$ cat src/rtl/mem_arbiter_pkg.sv
// mem_arbiter_pkg: shared encodings, width constants and helpers for the memory arbiter
package mem_arbiter_pkg;
    localparam logic [1:0] S_IDLE  = 2'd0;
    localparam logic [1:0] S_ISSUE = 2'd1;
    localparam logic [1:0] S_WAIT  = 2'd2;
    localparam logic [1:0] OWN_IF = 2'd0;
    localparam logic [1:0] OWN_LD = 2'd1;
    localparam logic [1:0] OWN_ST = 2'd2;
    localparam logic [2:0] W_BYTE = 3'd1;
    localparam logic [2:0] W_HALF = 3'd2;
    localparam logic [2:0] W_WORD = 3'd4;
    localparam int STARVE_LIMIT_DEF = 8;
    typedef struct packed {
        logic        wr;
        logic [2:0]  width;
        logic [31:0] addr;
        logic [31:0] wdata;
    } mc_req_t;
    // zero-extends the low bytes of a load word; widths above a word pass the full word
    function automatic logic [31:0] width_mask(input logic [2:0] width, input logic [31:0] data);
        return width == 3'd0 ? 32'd0 :
               width == W_BYTE ? {24'd0, data[7:0]} :
               width == W_HALF ? {16'd0, data[15:0]} :
               width == 3'd3 ? {8'd0, data[23:0]} : data;
    endfunction
endpackage

$ cat src/rtl/mem_arb_pick.sv
// mem_arb_pick: fixed-priority one-hot picker (st > ld > if) with starvation override for ifetch
module mem_arb_pick (
    input  logic       if_req,
    input  logic       ld_req,
    input  logic       st_req,
    input  logic       starve,
    output logic [2:0] gnt
);
    // bit index of gnt equals the owner code
    always_comb begin
        gnt = (starve && if_req) ? 3'b001 :
              st_req ? 3'b100 :
              ld_req ? 3'b010 :
              if_req ? 3'b001 : 3'b000;
    end
endmodule

$ cat src/rtl/mem_arbiter.sv
// mem_arbiter: single-outstanding arbiter of ifetch/load/store onto a byte-serial memory controller
module mem_arbiter
    import mem_arbiter_pkg::*;
#(
    parameter int STARVE_LIMIT = STARVE_LIMIT_DEF
) (
    input  logic        clk_in,
    input  logic        rst_in,
    input  logic        rdy_in,
    input  logic        flush_in,
    input  logic        if_req,
    input  logic [31:0] if_addr,
    output logic        if_gnt,
    output logic        if_done,
    output logic [31:0] if_data,
    input  logic        ld_req,
    input  logic [31:0] ld_addr,
    input  logic [2:0]  ld_width,
    output logic        ld_gnt,
    output logic        ld_done,
    output logic [31:0] ld_data,
    input  logic        st_req,
    input  logic [31:0] st_addr,
    input  logic [2:0]  st_width,
    input  logic [31:0] st_data,
    output logic        st_gnt,
    output logic        st_done,
    output logic        mc_valid,
    output logic        mc_wr,
    output logic [2:0]  mc_width,
    output logic [31:0] mc_addr,
    output logic [31:0] mc_wdata,
    input  logic        mc_ready,
    input  logic        mc_done,
    input  logic [31:0] mc_rdata
);
    localparam int CW = $clog2(STARVE_LIMIT + 2);

    logic [1:0]    state;
    logic [1:0]    owner;
    logic          drop;
    logic [CW-1:0] starve_cnt;
    logic [2:0]    pick;
    logic [1:0]    pick_own;
    logic          starve;
    logic          kill;
    mc_req_t       req_sel;

    assign starve = starve_cnt == CW'(STARVE_LIMIT);
    assign kill   = flush_in && owner != OWN_ST;

    mem_arb_pick u_pick (
        .if_req (if_req),
        .ld_req (ld_req),
        .st_req (st_req),
        .starve (starve),
        .gnt    (pick)
    );

    // winner's request fields as they will be presented to the controller
    always_comb begin
        pick_own = pick[2] ? OWN_ST : pick[1] ? OWN_LD : OWN_IF;
        req_sel  = pick[2] ? {1'b1, st_width, st_addr, st_data} :
                   pick[1] ? {1'b0, ld_width, ld_addr, 32'd0} :
                             {1'b0, W_WORD, if_addr, 32'd0};
    end

    // transaction FSM: grant in IDLE, hold request until accepted, report completion to owner
    always_ff @(posedge clk_in or posedge rst_in) begin
        if (rst_in) begin
            state    <= S_IDLE;
            owner    <= OWN_ST;
            drop     <= 1'b0;
            if_gnt   <= 1'b0;
            ld_gnt   <= 1'b0;
            st_gnt   <= 1'b0;
            if_done  <= 1'b0;
            ld_done  <= 1'b0;
            st_done  <= 1'b0;
            if_data  <= 32'd0;
            ld_data  <= 32'd0;
            mc_valid <= 1'b0;
            mc_wr    <= 1'b0;
            mc_width <= 3'd0;
            mc_addr  <= 32'd0;
            mc_wdata <= 32'd0;
        end else if (rdy_in) begin
            {st_gnt, ld_gnt, if_gnt}    <= 3'b000;
            {st_done, ld_done, if_done} <= 3'b000;
            case (state)
                S_IDLE: begin
                    drop <= 1'b0;
                    if (|pick) begin
                        {mc_wr, mc_width, mc_addr, mc_wdata} <= req_sel;
                        mc_valid                    <= 1'b1;
                        {st_gnt, ld_gnt, if_gnt}    <= pick;
                        owner                       <= pick_own;
                        state                       <= S_ISSUE;
                    end
                end
                S_ISSUE: begin
                    if (kill) drop <= 1'b1;
                    if (mc_ready) begin
                        mc_valid <= 1'b0;
                        state    <= S_WAIT;
                    end
                end
                S_WAIT: begin
                    if (kill) drop <= 1'b1;
                    if (mc_done) begin
                        state <= S_IDLE;
                        drop  <= 1'b0;
                        if (!drop && !kill) begin
                            if_done <= owner == OWN_IF;
                            ld_done <= owner == OWN_LD;
                            st_done <= owner == OWN_ST;
                            if_data <= owner == OWN_IF ? mc_rdata : if_data;
                            ld_data <= owner == OWN_LD ? width_mask(mc_width, mc_rdata) : ld_data;
                        end
                    end
                end
                default: state <= S_IDLE;
            endcase
        end
    end

    // ifetch starvation counter, advanced only by IDLE decisions that pass ifetch over
    always_ff @(posedge clk_in or posedge rst_in) begin
        if (rst_in) starve_cnt <= '0;
        else if (rdy_in)
            starve_cnt <= (flush_in || !if_req || (state == S_IDLE && pick[0])) ? '0 :
                          (state == S_IDLE && !starve) ? starve_cnt + 1'b1 : starve_cnt;
    end
endmodule

$ cat config.mk
export PLATFORM = sky130hd
export DESIGN_NAME = mem_arbiter
export DESIGN_NICKNAME = d
export VERILOG_FILES = /design/src/rtl/mem_arbiter_pkg.sv /design/src/rtl/mem_arb_pick.sv /design/src/rtl/mem_arbiter.sv
export SDC_FILE = /design/constraint.sdc
export NUM_CORES = 1
export LEC_CHECK = 0
export BUFFER_PORTS_ARGS = -buffer_cell sky130_fd_sc_hd__clkbuf_2
export CORE_UTILIZATION = 40
export CTS_CLUSTER_DIAMETER = 150
export DETAILED_ROUTE_END_ITERATION = 12
export PLACE_DENSITY = 0.68
export SYNTH_ARGS = -nofsm -noshare
export SYNTH_HDL_FRONTEND = slang
export SYNTH_SLANG_ARGS = --single-unit
$ cat constraint.sdc
create_clock -name clk_in -period 5.55 [get_ports clk_in]
set_input_delay 0 -clock clk_in [delete_from_list [all_inputs] [get_ports clk_in]]
set_output_delay 0 -clock clk_in [all_outputs]
set_load 0.02 [all_outputs]
==> run summary, run 1 <==
The fraction of power spent switching nets is 0.388. The maximum number of pins on one net before global-route repair came out at 88. The total track usage is 0.256. Once the clock tree was built, the resizer swapped 0 gates to a different size. At the pin with the least slew margin, the transition time is 0.953 ns. The total setup buffers inserted after CTS is 0. The tree is rooted in a clkbuf_16. In this run the cell area measured after placement is 8370 µm². The commonest cells after synthesis are dfrtp_1 (147), nand2_1 (106), nor2_1 (65).

The total internal power is 2.92 mW. The initial antenna violation count is 1. Relative to the synthesized area, the layout overhead comes to 58.8%. The synthesized design contains 0 enable-type register cells. The global-route wire length before repair is 35.2 mm. Setup slack closes at 1.83 ns. The total clock sinks came out at 148. The internal reg-to-reg setup slack is 1.83 ns.

In this run, synthesis produced a sequential element count of 148. In the final layout, the share of cells above drive strength 1 is 0.354. The net total in the final layout is 1308. The longest clock path from root to sink contains 2 buffers. The worst-case vdd ir drop came out at 0.263 mV. The quantity of hold-fixing buffers added after cts is 170. The layout filler cell count came out at 1279.

The longest individual stage delay on the worst path is 0.61 ns. The TritonCTS clock tree is yes. The floorplan step defined a die boundary enclosing 17300 µm². The floorplan row count is 46. The worst relative slew slack came out at 0.365. The critical path goes through inv_1, ha_1, nand4b_1, buf_4, nand2_1, buf_4, o22ai_1, dlygate4sd3_1, o31ai_2, dlygate4sd3_1. Setup repair after global routing left no endpoint under its margin.

The highest clock rate came out at 269 MHz. The post-route fraction of the period consumed by the critical path came out at 0.670. Hold is met by 0.0334 ns. The mean number of vias per cell is 5.01. The share of power burned in the clock network came out at 0.231. After detailed routing, the number of remaining DRC violations is 0. The mean instance size in the synthesized netlist is 10.0 µm². The total leakage power is 5.55 nW.

The number of pins with negative max-slew slack in the final report came out at 0. Once detailed placement completed, the half-perimeter wirelength came to 13.6 mm. The warning count from the yosys run came out at 0. The number of buffers added on ports came out at 313. The fraction of registers with async set/reset came out at 1.00. The startpoint of the tightest hold check path is mc_done.

The fraction of power consumed by combinational cells came out at 0.409. Clock-pin slew was measured on the worst setup and hold paths at 0.06 ns. The H-tree was split into 4 levels. The number of max-cap violations is 0. The type of element launching the critical path is a flop. The per-cell routed wire length is 16.1 µm. The routed wire length came out at 21.8 mm. The logic depth of the worst register-to-register path came out at 10. The starting density of the core came out at 0.416. Summing internal, switching and leakage power gives 4.77 mW. The sequential power share came out at 0.360. The synthesized net count came out at 849. The global-route congestion overflow total is 0.

By area the synthesized netlist is led by dfrtp_1 (55%), nand2_1 (5.9%), mux2_2 (5.5%). Synthesis instantiated 41 different standard cells from the library. The data required time of the critical path is 5.85 ns. The synthesized design spends more area on one cell type than any other, namely dfrtp_1. The core box area is 16100 µm². The number of global-route vias before repair came to 6981. STA classifies the critical path endpoint as a flop.

In this run the worst setup path begins at starve_cnt[0]. The master of the slowest instance on the critical path is dlygate4sd3_1. The overall die height is 131 µm. The cell area after layout is 10600 µm². The net switching power is 1.85 mW.

The iteration count of the initial detailed-routing pass is 4. The total number of vias came out at 6801. dfrtp_1 is the most common cell in the netlist.

The flow ran to the end, and the final reports show no timing, DRC or antenna violations. The cell depth of the worst hold path is 4. The final RePlAce weighted congestion came out at 0.821.

The maximum fanout count along the critical path came out at 69. The final number of hold-violating endpoints came out at 0. The netlist area before placement came out at 6700 µm². The cell count after synthesis came out at 668. The worst register-to-register path ends at mc_addr[17].

The sequential element share of the synthesized area came out at 0.553. The arrival time of the worst setup path came out at 4.01 ns. The placement-stage worst setup slack is 2.93 ns. The horizontal die dimension is 131 µm. Summed over all failing endpoints, the final setup total negative slack is 0 ns. Clock latency on the worst-skew pair, taken at its later pin, is 0.42 ns. The post-route clock skew came out at 0.00902 ns.

The number of clock buffers inserted by TritonCTS came out at 17. For this run, the leading register cell type out of synthesis is dfrtp_1. The area share of the largest cell type after synthesis came out at 0.549.

The count of pins on the block boundary came out at 314. The critical path is of the flop to flop type. The detailed router's first-iteration violation count came out at 298. The final antenna-violating net count is 0. The worst hold path terminates at drop. The time the worst path needs with I/O delays and setup is 3.72 ns. The setup violation total in the final timing report came out at 0.

The worst hold-check path type is input pin to flop. For this design the ratio of total power to cell area is 448 nW/µm². The launch point of the worst reg-to-reg path is starve_cnt[0].
## layout by cell type, fill, tap and decap left out, types with 2 or more instances in the layout
cell | netlist | routed
nand3_1 | 3 | 2
nand2b_1 | 3 | 3
ha_1 | 6 | 6
clkbuf_8 | 0 | 2
nand4_1 | 2 | 2
o31ai_2 | 10 | 10
a32oi_1 | 2 | 2
dfrtp_1 | 147 | 147
o31ai_1 | 23 | 23
dlygate4sd3_1 | 0 | 170
or3_1 | 2 | 2
nor2_1 | 65 | 65
buf_4 | 2 | 7
a31oi_1 | 33 | 33
clkbuf_2 | 0 | 313
inv_6 | 0 | 5
nand2_1 | 106 | 106
mux2_2 | 33 | 33
o22ai_1 | 34 | 34
inv_1 | 43 | 42
a21oi_1 | 4 | 4
nor2b_1 | 3 | 3
diode_2 | 0 | 2
a22o_1 | 34 | 34
o21ai_0 | 45 | 45
clkbuf_16 | 0 | 17
clkinvlp_4 | 0 | 6
a21o_1 | 4 | 4
## power groups by stage
stage	sequential (mW)	combinational, mW	clock [mW]
floorplan	2.13	0.649	0
global placement	1.72	1.65	0
CTS	1.71	1.94	1.12
global route	1.76	2.10	1.18
finish	1.72	1.95	1.10
detailed placement	1.72	1.69	0
## cell type report
class                      count  area, µm²  share of cell area
sequential                   148       3700               0.348
antenna                        2       5.00            0.000470
clock inverter                13        116              0.0109
timing repair buffer         490       3320               0.312
multi-input combinational    427       2610               0.245
inverter                      43        166              0.0156
tap                          216        270              0.0254
clock buffer                  19        453              0.0426
## cell families (layout without fill, tap and decap cells)
kind of cell | Yosys count | count (layout) | synth area share
buffers and inverters | 93 | 565 | 0.0596
flip-flops | 148 | 148 | 0.553
AO/OA/AOI/OAI | 193 | 193 | 0.200
other | 0 | 2 | 0
multiplexers | 33 | 33 | 0.0555
adder cells (fa/ha/maj) | 6 | 6 | 0.0112
AND/OR/NAND/NOR | 194 | 194 | 0.119
XOR/XNOR | 1 | 1 | 0.00131
## layer usage
metal / global-route usage / up-vias / routed length (µm)
li1: - / 3258 / -
met1: 0.290 / 3206 / 8770
met2: 0.445 / 284 / 10900
met3: 0.0691 / 53 / 1480
met4: 0.124 / 0 / 706
met5: 0 / - / 0
## worst max-delay path: cells and delay by family, from the launching register on
family / cells / cell delay, ns
adder cells (fa/ha/maj): 1 / 0.20
AO/OA/AOI/OAI: 2 / 0.25
buffers and inverters: 5 / 2.19
AND/OR/NAND/NOR: 2 / 0.53
flip-flops: 1 / 0.41
## state kept, by name, indices dropped and copies added (netlist names)
register and count:
starve_cnt 4, state 2, mc_width 3, if_gnt 1, st_gnt 1, ld_done 1
st_done 1, ld_data 32, mc_addr 32, drop 1, mc_wr 1, mc_wdata 32
mc_valid 1, ld_gnt 1, if_done 1, owner 2, if_data 32
## how the worst max path moves through the flow
stage,endpoint,cells past startpoint,slack (ns)
after floorplan,drop,1,1.57
after global placement,mc_wdata[19],8,3.00
after detailed placement,mc_width[0],5,2.93
after CTS,mc_addr[9],10,1.90
after global routing,mc_addr[9],10,1.61
final,mc_addr[17],10,1.83
## through the flow
stage,cells,utilization
after floorplan,668,-
after global placement,1154,0.519
after detailed placement,1154,0.519
after CTS,1356,0.660
after global routing,1357,0.660
final,1358,0.660
(Power assumes the default switching activity.)
==> run 2: changes to the inputs <==
==> constraint.sdc (replaced) <==
create_clock -name clk_in -period 3.6 [get_ports clk_in]
set_input_delay 0 -clock clk_in [delete_from_list [all_inputs] [get_ports clk_in]]
set_output_delay 0 -clock clk_in [all_outputs]
set_load 0.02 [all_outputs]
==> run 2 against run 1 <==
Wire length shrank 3.4%. Final area grew 0.54%. Largest cell class unchanged. Sequential power grew 54%. Largest power group unchanged. Clock skew shrank 0.00070 ns. Maximum frequency grew 24%. Die area is the same. Critical path type unchanged. Worst hold slack lost 0.0037 ns.
==> run summary, run 2 (same netlist as run 1, synthesis figures left out) <==
The post-route clock skew is 0.00832 ns (was 0.00902 ns). The number of clock buffers inserted by TritonCTS is 17 (unchanged). The number of buffers added on ports is 313 (unchanged). The cell at the root of the clock tree is clkbuf_16 (unchanged). The total leakage power is 5.59 nW (was 5.55 nW).

The internal reg-to-reg setup slack came out at 0.59 ns (was 1.83 ns). The highest clock rate is 332 MHz (was 269 MHz). The data required time of the critical path is 3.95 ns (was 5.85 ns).

The highest-utilization routing layer at the global route stage is met2 (unchanged). The overall die height came out at 131 µm (unchanged). The placement-stage worst setup slack came out at 1.26 ns (was 2.93 ns). The cell depth of the worst hold path came out at 3 (was 4).

The endpoint class of the critical path is a flop (unchanged). The capture point of the critical path is mc_addr[21] (was mc_addr[17]). The total internal power was 4.56 mW (was 2.92 mW). The placed wire-length estimate after detailed placement is 13.1 mm (was 13.6 mm). The net total in the final layout came out at 1313 (was 1308).

The net switching power came out at 2.84 mW (was 1.85 mW). The met1 layer usage reported by global route is 0.289 (was 0.290). The global-route congestion overflow total came out at 0 (unchanged). The endpoint of the most critical register-to-register path is mc_addr[21] (was mc_addr[17]). The latest clock arrival within the worst-skew pair came out at 0.42 ns (about the same). The H-tree depth reported by CTS is 4 (unchanged). The sequential power share came out at 0.358 (was 0.360). The logic depth of the worst register-to-register path was 8 (was 10). The share of final-layout standard cells stronger than drive strength 1 is 0.354 (about the same).

The most common cell after layout, fill and taps aside is clkbuf_2 (unchanged). The arrival time of the worst setup path is 3.36 ns (was 4.01 ns). The per-cell routed wire length came to 15.5 µm (was 16.1 µm). The count of pins on the block boundary came to 314 (unchanged). The worst relative slew slack came to 0.531 (was 0.365). The iteration count of the initial detailed-routing pass came to 4 (unchanged). The core box area was 16100 µm² (unchanged). The cell area power density came out at 692 nW/µm² (was 448 nW/µm²). The number of pins with negative max-slew slack in the final report is 0 (unchanged). Commonest cells after routing, fill and taps aside: clkbuf_2 (313), dlygate4sd3_1 (172), dfrtp_1 (147), nand2_1 (106), nor2_1 (65) (was clkbuf_2 (313), dlygate4sd3_1 (170), dfrtp_1 (147), nand2_1 (106), nor2_1 (65)). The type of the worst setup path is flop to flop (unchanged).

The fraction of power spent switching nets is 0.384 (was 0.388). The final antenna-violating net count came out at 0 (unchanged). Status: finished clean (unchanged). The number of max-cap violations came out at 0 (unchanged). The TritonCTS clock tree is yes (unchanged).

The timing startpoint of the critical path was starve_cnt[0] (unchanged). The area added between synthesis and finish came out at 59.7% (was 58.8%). The final worst-path setup slack is 0.592 ns (was 1.83 ns).

The total track usage is 0.251 (was 0.256). The number of global-route vias before repair was 7020 (was 6981). RSZ-0062 raised after global routing: no (unchanged). The routed wire length is 21.1 mm (was 21.8 mm). The floorplan die area is 17300 µm² (unchanged).

The mean number of vias per cell came out at 5.03 (was 5.01). The type of element launching the critical path is a flop (unchanged). The worst-case vdd ir drop is 0.425 mV (was 0.263 mV). The share of power burned in the clock network is 0.234 (was 0.231). The launch point of the worst reg-to-reg path is starve_cnt[0] (unchanged).

The antenna cell count came to 0 (was 2). The final RePlAce weighted congestion came out at 0.824 (was 0.821). The detailed router's first-iteration violation count came to 330 (was 298). The horizontal die dimension is 131 µm (unchanged). The maximum fanout count along the critical path is 68 (was 69).

The final number of hold-violating endpoints came out at 0 (unchanged). The setup violation total in the final timing report is 0 (unchanged). The worst hold-check path type is input pin to flop (unchanged). The floorplan row count came to 46 (unchanged). The clock-pin slew reported for the worst setup and hold paths after clock tree synthesis was 0.06 ns (about the same). The fraction of power consumed by combinational cells came to 0.408 (was 0.409). The number of buffers between clock root and the deepest sink is 2 (unchanged). The total clock sinks is 148 (unchanged). The total setup buffers inserted after CTS is 0 (unchanged). The global-route wire length before repair is 34.7 mm (was 35.2 mm). The detailed-route DRC error count came out at 0 (unchanged). The starting density of the core came to 0.416 (unchanged). The layout filler cell count is 1264 (was 1279).

The slew at the pin closest to its max-slew limit came out at 0.704 ns (was 0.953 ns). The initial antenna violation count was 0 (was 1). The total number of vias came to 6844 (was 6801). The met3 usage is 0.0633 (was 0.0691). The time the worst path needs with I/O delays and setup is 3.01 ns (was 3.72 ns). The setup TNS after final layout is 0 ns (unchanged). The power consumption came out at 7.41 mW (was 4.77 mW). The met2 routing resource usage after global routing is 0.428 (was 0.445).

The maximum number of pins on one net before global-route repair came out at 99 (was 88). The post-route fraction of the period consumed by the critical path came out at 0.836 (was 0.670).
==> run 2: critical path: stages, from the launching register on <==
cell and delay (ns):
dfrtp_1 0.39, inv_1 0.06, ha_1 0.21, nand4b_1 0.11, buf_4 0.56, o22ai_1 0.15, dlygate4sd3_1 0.58, o31ai_1 0.23
dlygate4sd3_1 0.59
==> run 2: metal layers <==
metal | vias to the layer above | share of wire
li1 | 3267 | -
met4 | 0 | 0.042
met5 | - | 0
met3 | 64 | 0.062
met2 | 270 | 0.49
met1 | 3243 | 0.41
==> run 2: power groups by stage <==
stage	sequential [mW]	combinational, mW	clock (mW)
2_1_floorplan	3.29	1.00	0
3_3_place_gp	2.65	2.55	0
3_5_place_dp	2.65	2.60	0
4_1_cts	2.64	3.00	1.78
5_1_grt	2.72	3.26	1.85
6_report	2.65	3.02	1.73
==> run 2: layout make-up <==
class,instances,area (µm²),share of cell area
tap,216,270,0.0253
clock buffer,18,439,0.0410
clock inverter,14,144,0.0134
sequential,148,3700,0.346
timing repair buffer,495,3380,0.316
multi-input combinational,427,2600,0.243
inverter,43,165,0.0154
==> run 2: worst min-delay path by stage <==
stage	startpoint	end	slack (ns)
2_1_floorplan	st_data[27]	mc_wdata[27]	0.13
6_report	mc_done	st_done	0.03
5_1_grt	mc_done	st_done	0.04
3_5_place_dp	rst_in	if_done	0.20
4_1_cts	mc_done	st_done	0.009
3_3_place_gp	rst_in	if_done	0.20
==> run 2: metrics by stage <==
| step | area [µm²] | std cells | utilization | hold slack, ns |
|---|---|---|---|---|
| after floorplan | 6710 | 668 | - | 0.133 |
| after global placement | 8390 | 1157 | 0.521 | 0.195 |
| after detailed placement | 8390 | 1157 | 0.521 | 0.196 |
| after CTS | 10700 | 1361 | 0.664 | 0.00924 |
| after global routing | 10700 | 1361 | 0.664 | 0.0371 |
| final | 10700 | 1361 | 0.664 | 0.0297 |
==> run 2: timing repair <==
action	4_1_cts	5_1_grt
hold endpoints to repair	284	0
resized for setup	0	0
hold buffers	172	0
setup endpoints to repair	0	0
